<file path="src/rtl/wb_arb_pkg.sv">
// wb_arb_pkg: shared types and limits for the two-master Wishbone arbiter.
package wb_arb_pkg;

  typedef enum logic [1:0] {
    IDLE = 2'd0,
    OWN0 = 2'd1,
    OWN1 = 2'd2
  } arb_state_t;

  typedef logic arb_owner_t;

  localparam int MAX_BURST_LIMIT = 255;

  // Wide enough to hold MAX_BURST_LIMIT-1
  localparam int BEAT_CNT_W = 8;

endpackage

</file>
<file path="src/rtl/wb_arb2_beat_cnt.sv">
// arb_beat_cnt: counts acks taken by the current bus owner and flags the
// beat on which the owner becomes preemptible.
module arb_beat_cnt
  import wb_arb_pkg::*;
#(
  parameter int MAX_BURST = 16
) (
  input  logic clk,
  input  logic reset,
  input  logic clear,
  input  logic inc,
  input  logic sat_en,
  output logic terminal
);

  localparam logic [BEAT_CNT_W-1:0] LAST = BEAT_CNT_W'(MAX_BURST - 1);

  logic [BEAT_CNT_W-1:0] cnt;

  // Clear on a new tenure, otherwise count acks and hold at the last beat
  always_ff @(posedge clk) begin
    if (reset) begin
      cnt <= '0;
    end else if (clear) begin
      cnt <= '0;
    end else if (inc) begin
      if (cnt == LAST) begin
        cnt <= sat_en ? LAST : '0;
      end else begin
        cnt <= cnt + 1'b1;
      end
    end
  end

  assign terminal = (cnt == LAST);

endmodule

</file>
<file path="src/rtl/wb_arb2.sv">
// wb_arb2: two-master, one-slave arbiter for classic Wishbone (frame buffer
// path). Registered grant, round-robin ties, bounded-burst preemption; the
// grant only moves after an ack or when the owner releases cyc.
// Define WB_ARB_M0_PRIO_EN to give master 0 fixed priority: it wins ties,
// is never preempted, and the last-owner register disappears.
module wb_arb2
  import wb_arb_pkg::*;
#(
  parameter int ADR_W     = 32,
  parameter int DAT_W     = 32,
  parameter int MAX_BURST = 16
) (
  input  logic               clk,
  input  logic               reset,
  input  logic               m0_cyc,
  input  logic               m0_stb,
  input  logic               m0_we,
  input  logic [ADR_W-1:0]   m0_adr,
  input  logic [DAT_W-1:0]   m0_dat_w,
  input  logic [DAT_W/8-1:0] m0_sel,
  output logic               m0_ack,
  output logic [DAT_W-1:0]   m0_dat_r,
  output logic               m0_gnt,
  input  logic               m1_cyc,
  input  logic               m1_stb,
  input  logic               m1_we,
  input  logic [ADR_W-1:0]   m1_adr,
  input  logic [DAT_W-1:0]   m1_dat_w,
  input  logic [DAT_W/8-1:0] m1_sel,
  output logic               m1_ack,
  output logic [DAT_W-1:0]   m1_dat_r,
  output logic               m1_gnt,
  output logic               s_cyc,
  output logic               s_stb,
  output logic               s_we,
  output logic [ADR_W-1:0]   s_adr,
  output logic [DAT_W-1:0]   s_dat_w,
  output logic [DAT_W/8-1:0] s_sel,
  input  logic               s_ack,
  input  logic [DAT_W-1:0]   s_dat_r
);

  arb_state_t state;
  logic       owner_cyc;
  logic       other_cyc;
  logic       tie_to_m0;
  logic       can_preempt;
  logic       preempt;
  logic       terminal;

`ifdef WB_ARB_M0_PRIO_EN
  assign tie_to_m0   = 1'b1;
  assign can_preempt = (state == OWN1);
`else
  arb_owner_t last_owner;

  // Remember the most recent owner; it is only consulted in IDLE, so
  // following the registered state one cycle behind is early enough
  always_ff @(posedge clk) begin
    if (reset) begin
      last_owner <= 1'b1;
    end else if (state == OWN0) begin
      last_owner <= 1'b0;
    end else if (state == OWN1) begin
      last_owner <= 1'b1;
    end
  end

  assign tie_to_m0   = last_owner;
  assign can_preempt = (state != IDLE);
`endif

  // Pick out the owner's cyc and the competing master's cyc
  always_comb begin
    owner_cyc = 1'b0;
    other_cyc = 1'b0;
    case (state)
      OWN0: begin
        owner_cyc = m0_cyc;
        other_cyc = m1_cyc;
      end
      OWN1: begin
        owner_cyc = m1_cyc;
        other_cyc = m0_cyc;
      end
      default: ;
    endcase
  end

  assign preempt = owner_cyc & other_cyc & s_ack & terminal & can_preempt;

  arb_beat_cnt #(
    .MAX_BURST (MAX_BURST)
  ) u_beat_cnt (
    .clk      (clk),
    .reset    (reset),
    .clear    (~owner_cyc | preempt),
    .inc      (s_ack & owner_cyc),
    .sat_en   (~preempt),
    .terminal (terminal)
  );

  // Grant FSM: moves on IDLE requests, owner release, or a preempting ack
  always_ff @(posedge clk) begin
    if (reset) begin
      state <= IDLE;
    end else begin
      case (state)
        IDLE: begin
          if (m0_cyc && (!m1_cyc || tie_to_m0)) begin
            state <= OWN0;
          end else if (m1_cyc) begin
            state <= OWN1;
          end
        end
        OWN0: begin
          if (!m0_cyc) begin
            state <= m1_cyc ? OWN1 : IDLE;
          end else if (preempt) begin
            state <= OWN1;
          end
        end
        OWN1: begin
          if (!m1_cyc) begin
            state <= m0_cyc ? OWN0 : IDLE;
          end else if (preempt) begin
            state <= OWN0;
          end
        end
        default: state <= IDLE;
      endcase
    end
  end

  assign m0_gnt = (state == OWN0);
  assign m1_gnt = (state == OWN1);

  // Route the owner's bus signals to the slave; IDLE drives everything low
  always_comb begin
    s_cyc   = 1'b0;
    s_stb   = 1'b0;
    s_we    = 1'b0;
    s_adr   = '0;
    s_dat_w = '0;
    s_sel   = '0;
    case (state)
      OWN0: begin
        s_cyc   = m0_cyc;
        s_stb   = m0_stb & m0_cyc;
        s_we    = m0_we;
        s_adr   = m0_adr;
        s_dat_w = m0_dat_w;
        s_sel   = m0_sel;
      end
      OWN1: begin
        s_cyc   = m1_cyc;
        s_stb   = m1_stb & m1_cyc;
        s_we    = m1_we;
        s_adr   = m1_adr;
        s_dat_w = m1_dat_w;
        s_sel   = m1_sel;
      end
      default: ;
    endcase
  end

  // A reset cycle aborts the transfer, so a late slave ack is swallowed
  assign m0_ack   = s_ack & (state == OWN0) & ~reset;
  assign m1_ack   = s_ack & (state == OWN1) & ~reset;
  assign m0_dat_r = s_dat_r;
  assign m1_dat_r = s_dat_r;

endmodule

</file>
<file path="config.mk">
export PLATFORM = sky130hd
export DESIGN_NAME = wb_arb2
export DESIGN_NICKNAME = d
export VERILOG_FILES = /design/src/rtl/wb_arb_pkg.sv /design/src/rtl/wb_arb2_beat_cnt.sv /design/src/rtl/wb_arb2.sv
export SDC_FILE = /design/constraint.sdc
export NUM_CORES = 1
export LEC_CHECK = 0
export ABC_AREA = 1
export ABC_CLOCK_PERIOD_IN_PS = 2100
export CAP_MARGIN = 10
export CORE_AREA = 2 2 121 123
export DETAILED_ROUTE_END_ITERATION = 6
export DIE_AREA = 0 0 123 125
export PLACE_DENSITY = 0.64
export SYNTH_ARGS = -nofsm -noshare
export SYNTH_HDL_FRONTEND = slang
export SYNTH_SLANG_ARGS = --single-unit
</file>
<file path="constraint.sdc">
create_clock -name clk -period 2.1 [get_ports clk]
set_clock_uncertainty 0.05 [all_clocks]
set_input_delay 0.21 -clock clk [delete_from_list [all_inputs] [get_ports clk]]
set_output_delay 0.21 -clock clk [all_outputs]
set_load 0.01 [all_outputs]
</file>
==> Word level (Yosys, flattened, before mapping) <==
Cells that the tools add are included.
{ "word_totals": {"ff_bits": 11, "in_bits": 177, "out_inout_bits": 139, "elab_cells": 52} }
{ "classes": {"n_addsub": 1, "n_eq_ne": 6, "n_mux": 20, "bitwise_logic": 14, "n_reduce_logical": 8} }
{ "ops": {"columns": ["op", "n"], "rows": [
  ["32-bit one-hot mux with 2 select lines", 2],
  ["2-bit two-way mux", 7],
  ["1-bit AND", 11],
  ["8-bit by 1-bit adder with 8-bit output (second input constant)", 1],
  ["8-bit by 4-bit equality test with 1-bit output (second input constant)", 1],
  ["8-bit two-way mux", 1],
  ["1-bit one-hot mux with 2 select lines", 4],
  ["4-bit one-hot mux with 2 select lines", 1],
  ["3-bit by 2-bit != test with 1-bit output (second input constant)", 2],
  ["2-bit one-hot mux with 3 select lines", 1],
  ["4-bit two-way mux", 1],
  ["2-bit nonzero test", 2],
  ["1-bit two-way mux", 3],
  ["3-bit != test (second input constant)", 1],
  ["3-bit AND reduction", 1],
  ["2-bit by 1-bit equality test with 1-bit output (second input constant)", 1],
  ["2-bit equality test (second input constant)", 1],
  ["2-bit zero test", 1],
  ["1-bit NOT", 2],
  ["2-bit OR reduction", 1],
  ["1-bit logical AND", 1],
  ["1-bit zero test", 1],
  ["1-bit logical OR", 1],
  ["1-bit bitwise OR", 1]
]} }

==> Depth between registers and ports, before layout <==
Gate-level depths: netlist of the first run.
{ "logic_depth": {"ltp_word": 9, "depth_mapped": 12, "mapped_depth_nobuf": 11} }

==> Cells and area by module <==
A second synthesis of the first run with hierarchy kept.
{ "unflattened": {"cells_unflattened": 416, "area_unflattened_um2": 2248.4} }
{ "modules_own_cells": {"columns": ["module", "instances", "cells_per_inst", "area_each_um2", "seq_area_each_um2"], "rows": [
  ["wb_arb2", 1, 354, 1805.5, 60.1],
  ["arb_beat_cnt", 1, 62, 442.9, 160.2]
]} }

==> Worst setup path after synthesis of the first run <==
OpenSTA, ideal clock, no wires.
{ "synth_timing": {"path_kind": "flip-flop to output port", "from": "register state[1]", "to": "output port s_dat_w[22]", "arrival_ns": 1.385, "required_time_ns": 1.840, "setup_slack_ns": 0.455, "stages_incl_launch_ff": 7, "n_path_buf": 2, "path_cell_list": "dfxtp_1 -> inv_1 -> ha_1 -> buf_2 -> buf_1 -> nand2_1 -> a21oi_1"} }
{ "synth_via": {"elab_chain_len": 2, "elab_cells_between_ends": 3, "classes_between": "eq/ne (2); mux (1)"} }
{ "synth_lines": {"columns": ["item", "line", "rtl"], "rows": [
  ["start: declaration", "wb_arb2.sv:43", "arb_state_t state;"],
  ["start signal: assignment", "wb_arb2.sv:118", "state <= m1_cyc ? OWN1 : IDLE;"],
  ["start signal: assignment", "wb_arb2.sv:125", "state <= m0_cyc ? OWN0 : IDLE;"],
  ["2-bit by 1-bit equality test with 1-bit output", null, null],
  ["named net m0_gnt", "wb_arb2.sv:23", "output logic m0_gnt,"],
  ["32-bit one-hot mux with 2 select lines", "wb_arb2.sv:146", "case (state)"],
  ["end: declaration", "wb_arb2.sv:37", "output logic [DAT_W-1:0] s_dat_w,"]
]} }
The timed path passes the listed nets, and every way through them passes these cells.

==> Worst setup path after layout of the first run <==
{ "layout_timing": {"from": "register state[0]", "to": "output port s_adr[25]"} }
{ "layout_via": {"elab_chain_len": 2, "elab_cells_between_ends": 3, "classes_between": "eq/ne (2); mux (1)"} }
{ "layout_lines": {"columns": ["item", "line", "rtl"], "rows": [
  ["2-bit equality test or 2-bit by 1-bit equality test with 1-bit output (tied branches)", "wb_arb2.sv:146", null],
  ["32-bit one-hot mux with 2 select lines (*)", "wb_arb2.sv:146", null],
  ["end: declaration", "wb_arb2.sv:36", "output logic [ADR_W-1:0] s_adr,"]
]} }
Every way passes the cells marked *; elsewhere a longest branch is shown, timed or not.

==> metrics.md, run 1 <==
| Metric | Value |
|---|---|
| Register area share after synthesis | `0.1002` |
| DR vias/cell | `4.005` |
| Largest net degree at the start of global routing | `46` |
| HP Class | `input pin to primary output` |
| First-pass GRT wire length | `15390 um` |
| Final setup viols | `0` |
| Critical Path Max Stage Delay | `370 ps` |
| Final Net Count | `735` |
| Clock Path Buffers | `2` |
| Die W | `123 um` |
| CP arrival | `1810 ps` |
| DP Cell Count | `730` |
| Die footprint | `15380 um^2` |
| Final Critical Period | `2073 ps` |
| H-Tree Level Count | `1` |
| Via Count | `2948` |
| Hold slack | `370.0 ps` |
| Critical Path Fanout Max | `22` |
| Mapped Area | `2198 um^2` |
| VDD IR max | `454.8 uV` |
| Syn nets | `586` |
| Clk slew on worst S/H paths | `40 ps` |
| Most common cell after layout, fill and taps aside | `nand2_1` |
| Max-slew violation count | `0` |
| Yosys top cell area share | `0.2732` |
| Antenna Cells | `0` |
| GR Util All Layers | `0.1252` |
| Most frequent cells in the layout | `nand2_1 (160), clkdlybuf4s50_1 (146), a21oi_1 (79)` |
| Final HPWL DP | `8179 um` |
| Cell area power density | `892.1 nW/um^2` |
| Drt initial violations | `101` |
| Per-cell routed wire length | `14.20 um` |
| Synthesized flop and latch total | `11` |
| M1 WL | `4167 um` |
| Relative slew slack | `0.7854` |
| Number of global-route vias before repair | `2745` |
| Outcome | `completed` |
| Mapped Cells | `404` |
| Top cells by area, synth | `nand2_1 (27%), buf_4 (22%), a21oi_1 (18%), dfxtp_1 (10%), clkbuf_1 (2.9%)` |
| Sink Count | `11` |
| Finished Layout Cells | `736` |
| Area grow syn2layout | `93.11%` |
| Element type at the critical path end | `primary output` |
| Fin. Hold Viols | `0` |
| Yosys top cell by area | `nand2_1` |
| Post-synthesis cell type count | `27` |
| Initial DRT Pass Iterations | `4` |
| Total wire length | `10450 um` |
| Ys Warns | `0` |
| Hold path depth | `0` |
| CTS root buf | `clkbuf_16` |
| Leakage dissipation | `1.777 nW` |
| Core box area | `14200 um^2` |
| Fin crit share | `0.9869` |
| TritonCTS buffer count | `3` |
| I/O pin count | `316` |
| Post-route cell area | `4245 um^2` |
| Slowest CP cell | `dfxtp_2` |
| Top layer in use | `met4` |
| Layout cells sized above 1 | `0.07428` |
| TritonCTS clock tree | `yes` |
| DRC Markers | `0` |
| Starting density of the core | `0.1548` |
| Post-route ant nets | `0` |
| Total power | `3.787 mW` |
| RSZ-0062 raised after global routing | `true` |
| Actual slew at the worst max-slew pin | `321.9 ps` |
| Setup Buffers After CTS | `0` |
| CTS Hold Bufs | `0` |
| Worst path required time | `1840 ps` |
| Routed wl met2 | `5111 um` |
| Skew-Pair Late Insertion Delay | `250 ps` |
| Crit-path cells | `inv_1 > ha_1 > inv_4 > clkbuf_16 > a21oi_1 > clkdlybuf4s15_2` |
| Max-Cap Viols | `0` |
| Fmax | `482.5 MHz` |
| Finished Core Util | `0.2989` |
| Rows | `44` |
| Setup CP Type | `flop to primary output` |
| Mean Syn Cell Area | `5.441 um^2` |
| Reg2reg setup slack | `150 ps` |
| Placement Cell Area | `4204 um^2` |
| PortBufs | `219` |
| CP startpoint kind | `flop` |
| Total grt overflow | `0` |
| Initial antenna violation count | `0` |
| Die Height | `125 um` |
| Placer congestion estimate | `0.7741` |
| Met3 WL post-DR | `1066 um` |
| Reg2reg path depth | `13` |
## worst max-delay path, delay by kind of cell (launching register included)
| family | cells | cell delay (ps) |
|---|---|---|
| adders and majority gates | 1 | 360 |
| buffers and inverters | 4 | 640 |
| AOI/OAI and AO/OA | 1 | 180 |
| DFF | 1 | 370 |
## area by class of cell
class	instances	area (um^2)
repair buffers	231	2280
clock buffers	4	78.83
inverters	18	70.07
multi-input cells	288	1364
fillers	1618	9958
well taps	184	230.2
flip-flops and latches	11	222.7
## what timing repair did
item                       CTS  global route
cloned                       1             1
gates resized for setup     77            25
hold endpoints to repair     0             0
setup endpoints to repair   73            41
## final timing paths
kind,from,endpoint
max reg2reg,state[0],state[1]
min reg2reg,u_beat_cnt.cnt[1],u_beat_cnt.cnt[1]
max,state[0],s_adr[25]
min,s_dat_r[14],m0_dat_r[14]
## state kept, by name (all words and copies together), names as in the netlist
register,count
last_owner,1
u_beat_cnt.cnt,8
state,2
## logic make-up after synthesis
| family | Yosys count | synth area share |
|---|---|---|
| AND/OR/NAND/NOR | 193 | 0.3671 |
| buffers and inverters | 105 | 0.2908 |
| AO/OA/AOI/OAI | 87 | 0.2015 |
| flip-flops | 11 | 0.1002 |
| adder cells (fa/ha/maj) | 5 | 0.02846 |
| XOR/XNOR | 3 | 0.01195 |
## power by group
| part | internal [mW] | switching, mW | total (mW) | leakage (nW) |
|---|---|---|---|---|
| clock | 0.256 | 0.107 | 0.363 | 0.0382 |
| combinational | 1.41 | 1.75 | 3.16 | 1.65 |
| sequential | 0.238 | 0.0276 | 0.265 | 0.0899 |
| total | 1.90 | 1.88 | 3.79 | 1.78 |
## per-layer routing
metal,vias up,GRT usage
met4,0,0.01872
met3,12,0.04288
met2,155,0.2151
met1,1262,0.1530
li1,1519,-
met5,-,0
## Yosys cell counts
cell type	count
a21o_1	1
a21oi_1	79
buf_1	4
buf_2	1
buf_4	65
clkbuf_1	17
dfxtp_1	11
ha_1	5
inv_1	16
inv_2	2
nand2_1	160
nand2_2	3
nand3_1	10
nand3_2	1
nand3_4	1
nand3b_1	1
nand4_1	1
nor2_1	9
nor2_2	1
nor2_4	1
nor2_8	1
nor3_1	3
nor3_2	1
o211ai_1	2
o21ai_0	4
o21ai_1	1
xor2_1	3
## per-stage QoR
step | setup slack (ps) | TNS (ps)
floorplan | 454.6 | 0
global placement | -8.203 | -8.203
detailed placement | -27.13 | -27.13
CTS | 2.710 | 0
global route | -39.79 | -127.3
finish | 27.50 | 0
Note: power is estimated with default switching activity, not from simulation.
==> inputs of run 2 (changes only) <==
--- a/config.mk
+++ b/config.mk
@@ -7,7 +7,7 @@
 export LEC_CHECK = 0
 export ABC_AREA = 1
 export ABC_CLOCK_PERIOD_IN_PS = 2100
-export CAP_MARGIN = 10
+export CAP_MARGIN = 20
 export CORE_AREA = 2 2 121 123
 export DETAILED_ROUTE_END_ITERATION = 6
 export DIE_AREA = 0 0 123 125
==> results of run 2 <==
No change in the layout: final DEF, timing and power equal those of run 1.
==> inputs of run 3 (changes only) <==
--- a/config.mk
+++ b/config.mk
@@ -11,7 +11,9 @@
 export CORE_AREA = 2 2 121 123
 export DETAILED_ROUTE_END_ITERATION = 6
 export DIE_AREA = 0 0 123 125
+export GPL_TIMING_DRIVEN = 0
 export PLACE_DENSITY = 0.64
+export SETUP_SLACK_MARGIN = 0.4
 export SYNTH_ARGS = -nofsm -noshare
 export SYNTH_HDL_FRONTEND = slang
 export SYNTH_SLANG_ARGS = --single-unit
==> run 3 against run 2 <==
Net effect: non-clock buffer count increased by 171; maximum frequency is 7.6% higher; wire length increased by 35%; sequential cell count stayed put; count of clock-buffer cells in the layout shrank 1; worst hold slack better by 61 ps; global-route usage grew 4.4 points; highest routed layer unchanged; worst setup slack gained 150 ps; final cell count increased by 23%.
==> metrics.md, run 3 (synthesized netlist as in run 1, its figures left out) <==
| Metric | Value |
|---|---|
| Core box area | `14200 um^2 (unchanged)` |
| Relative slew slack | `0.8158 (was 0.7854)` |
| CTS root buf | `clkbuf_16 (unchanged)` |
| Slowest CP cell | `dfxtp_4 (was dfxtp_2)` |
| Most frequent cells in the layout | `clkdlybuf4s50_1 (208), nand2_1 (143), buf_4 (89) (was nand2_1 (160), clkdlybuf4s50_1 (146), a21oi_1 (79))` |
| Starting density of the core | `0.1548 (unchanged)` |
| Setup CP Type | `flop to primary output (unchanged)` |
| DRC Markers | `0 (unchanged)` |
| VDD IR max | `568.1 uV (was 454.8 uV)` |
| Die W | `123 um (unchanged)` |
| Clock Path Buffers | `2 (unchanged)` |
| TritonCTS buffer count | `3 (unchanged)` |
| Critical R2R Capture | `u_beat_cnt.cnt[6] (was state[1])` |
| Top cell by count, worst path | `buf_6` |
| TNS Setup | `0 ps (unchanged)` |
| Max-Cap Viols | `0 (unchanged)` |
| Worst R2R Start | `state[0] (unchanged)` |
| Cell area power density | `886.6 nW/um^2 (was 892.1 nW/um^2)` |
| Most common cell after layout, fill and taps aside | `clkdlybuf4s50_1 (was nand2_1)` |
| Reg2reg setup slack | `250 ps (was 150 ps)` |
| Reg2reg path depth | `12 (was 13)` |
| TritonCTS clock tree | `yes (unchanged)` |
| Leakage dissipation | `2.577 nW (was 1.777 nW)` |
| First-pass GRT wire length | `20190 um (was 15390 um)` |
| Max-slew violation count | `0 (unchanged)` |
| Outcome | `completed (unchanged)` |
| Fin crit share | `0.9175 (was 0.9869)` |
| Layout cells sized above 1 | `0.3970 (was 0.07428)` |
| Crit-path cells | `inv_4 > ha_4 > buf_6 > buf_6 > buf_8 > clkbuf_16 > nand3_4 > a21oi_2 > buf_4 (was inv_1 > ha_1 > inv_4 > clkbuf_16 > a21oi_1 > clkdlybuf4s15_2)` |
| Die Height | `125 um (unchanged)` |
| CTS Hold Bufs | `0 (unchanged)` |
| Kind of cell adding the most delay to the critical path | `buffers and inverters (unchanged)` |
| CP arrival | `1670 ps (was 1810 ps)` |
| Initial antenna violation count | `0 (unchanged)` |
| Final Net Count | `906 (was 735)` |
| GR Util All Layers | `0.1687 (was 0.1252)` |
| Actual slew at the worst max-slew pin | `275.5 ps (was 321.9 ps)` |
| Worst path required time | `1840 ps (about the same)` |
| Area grow syn2layout | `174.6% (was 93.11%)` |
| Antenna Cells | `0 (unchanged)` |
| I/O pin count | `316 (unchanged)` |
| Total power | `5.352 mW (was 3.787 mW)` |
| Critical Path Source | `state[0] (unchanged)` |
| H-Tree Level Count | `1 (unchanged)` |
| Rows | `44 (unchanged)` |
| CP startpoint kind | `flop (unchanged)` |
| PortBufs | `283 (was 219)` |
| Finished Core Util | `0.4250 (was 0.2989)` |
| Total wire length | `14120 um (was 10450 um)` |
| DR vias/cell | `4.066 (was 4.005)` |
| Final Critical Period | `1927 ps (was 2073 ps)` |
| Die footprint | `15380 um^2 (unchanged)` |
| Finished Layout Cells | `907 (was 736)` |
| Largest net degree at the start of global routing | `11 (was 46)` |
| Hold endpoint | `last_owner (was m0_dat_r[14])` |
| Via Count | `3688 (was 2948)` |
| Final setup viols | `0 (unchanged)` |
| Max reg flops | `8 (unchanged)` |
| Number of global-route vias before repair | `3623 (was 2745)` |
| Element type at the critical path end | `primary output (unchanged)` |
| Largest register by flop count | `u_beat_cnt.cnt (unchanged)` |
| Skew-Pair Late Insertion Delay | `240 ps (was 250 ps)` |
| Critical Path Fanout Max | `5 (was 22)` |
| Hold Path Origin | `last_owner (was s_dat_r[14])` |
| Total grt overflow | `0 (unchanged)` |
| Fin. Hold Viols | `0 (unchanged)` |
| Initial DRT Pass Iterations | `4 (unchanged)` |
| Sink Count | `11 (unchanged)` |
| RSZ-0062 raised after global routing | `true (unchanged)` |
| Hold path depth | `2 (was 0)` |
| Post-route ant nets | `0 (unchanged)` |
| Drt initial violations | `110 (was 101)` |
| DP Cell Count | `871 (was 730)` |
| Per-cell routed wire length | `15.57 um (was 14.20 um)` |
| Top flop regs | `u_beat_cnt.cnt x8, state x2, last_owner x1 (unchanged)` |
| Placer congestion estimate | `0.8227 (was 0.7741)` |
| HP Class | `flop to flop (was input pin to primary output)` |
| Critical Path Max Stage Delay | `360 ps (was 370 ps)` |
| Final HPWL DP | `10770 um (was 8179 um)` |
| Worst Path Buf+Inv | `6 (was 4)` |
| Fmax | `519.0 MHz (was 482.5 MHz)` |
| Clk slew on worst S/H paths | `50 ps (was 40 ps)` |
run 3: cell count changes in the layout (fill, tap and decap cells not counted), sizes merged, moves of 3 or more:
cell and change:
clkbuf +7, clkdlybuf4s50 +62, dlygate4sd2 -58, buf +163, clkdlybuf4s15 -3
run 3: metrics by stage:
| step | setup slack, ps | hold WS, ps | area [um^2] |
|---|---|---|---|
| 4_1_cts | 177.0 | 433.7 | 5642 |
| 2_1_floorplan | 454.6 | 328.4 | 2198 |
| 6_report | 173.2 | 431.2 | 6037 |
| 5_1_grt | 125.2 | 450.2 | 6037 |
| 3_5_place_dp | -766.9 | 421.0 | 5261 |
| 3_3_place_gp | -761.7 | 417.9 | 5261 |
run 3: report_power, final:
| part | switching [mW] | total [mW] | internal (mW) |
|---|---|---|---|
| Combinational | 2.46 | 4.71 | 2.26 |
| Clock | 0.107 | 0.360 | 0.253 |
| Sequential | 0.0332 | 0.278 | 0.244 |
run 3: timing repair:
| action | CTS | global route |
|---|---|---|
| pin swaps | 9 | 34 |
| setup buffers | 16 | 10 |
| endpoints found under the setup margin | 85 | 84 |
| cloned | 4 | 2 |
| resized for setup | 410 | 91 |
run 3: how the worst max path moves through the flow:
stage | slack, ps | depth (start not counted) | to
2_1_floorplan | 450 | 6 | s_dat_w[22]
3_3_place_gp | -760 | 7 | s_adr[24]
3_5_place_dp | -770 | 7 | s_adr[24]
4_1_cts | 180 | 9 | s_adr[23]
5_1_grt | 130 | 9 | s_adr[13]
6_report | 170 | 9 | s_stb
run 3: final cells by class:
class	instances	area, um^2
plain buffers	87	834.6
clock buffers	3	75.07
clock inverters	1	5.005
fillers	1503	8167
inverters	18	82.58
multi-input cells	288	1732
flip-flops and latches	11	227.7
well taps	184	230.2
repair buffers	315	2850
run 3: metal layers:
layer | share of wire | GRT usage | vias up
met2 | 0.51 | 0.3009 | 144
met5 | 0 | 0 | -
met1 | 0.40 | 0.2138 | 1658
li1 | - | - | 1870
met4 | 0.017 | 0.02206 | 0
met3 | 0.074 | 0.03193 | 16
run 3: worst min-delay path, delay by kind of cell (launching register included):
family             cells  cell delay (ps)
AOI/OAI and AO/OA      1               70
DFF                    1              330
and+or+nand+nor        1               50
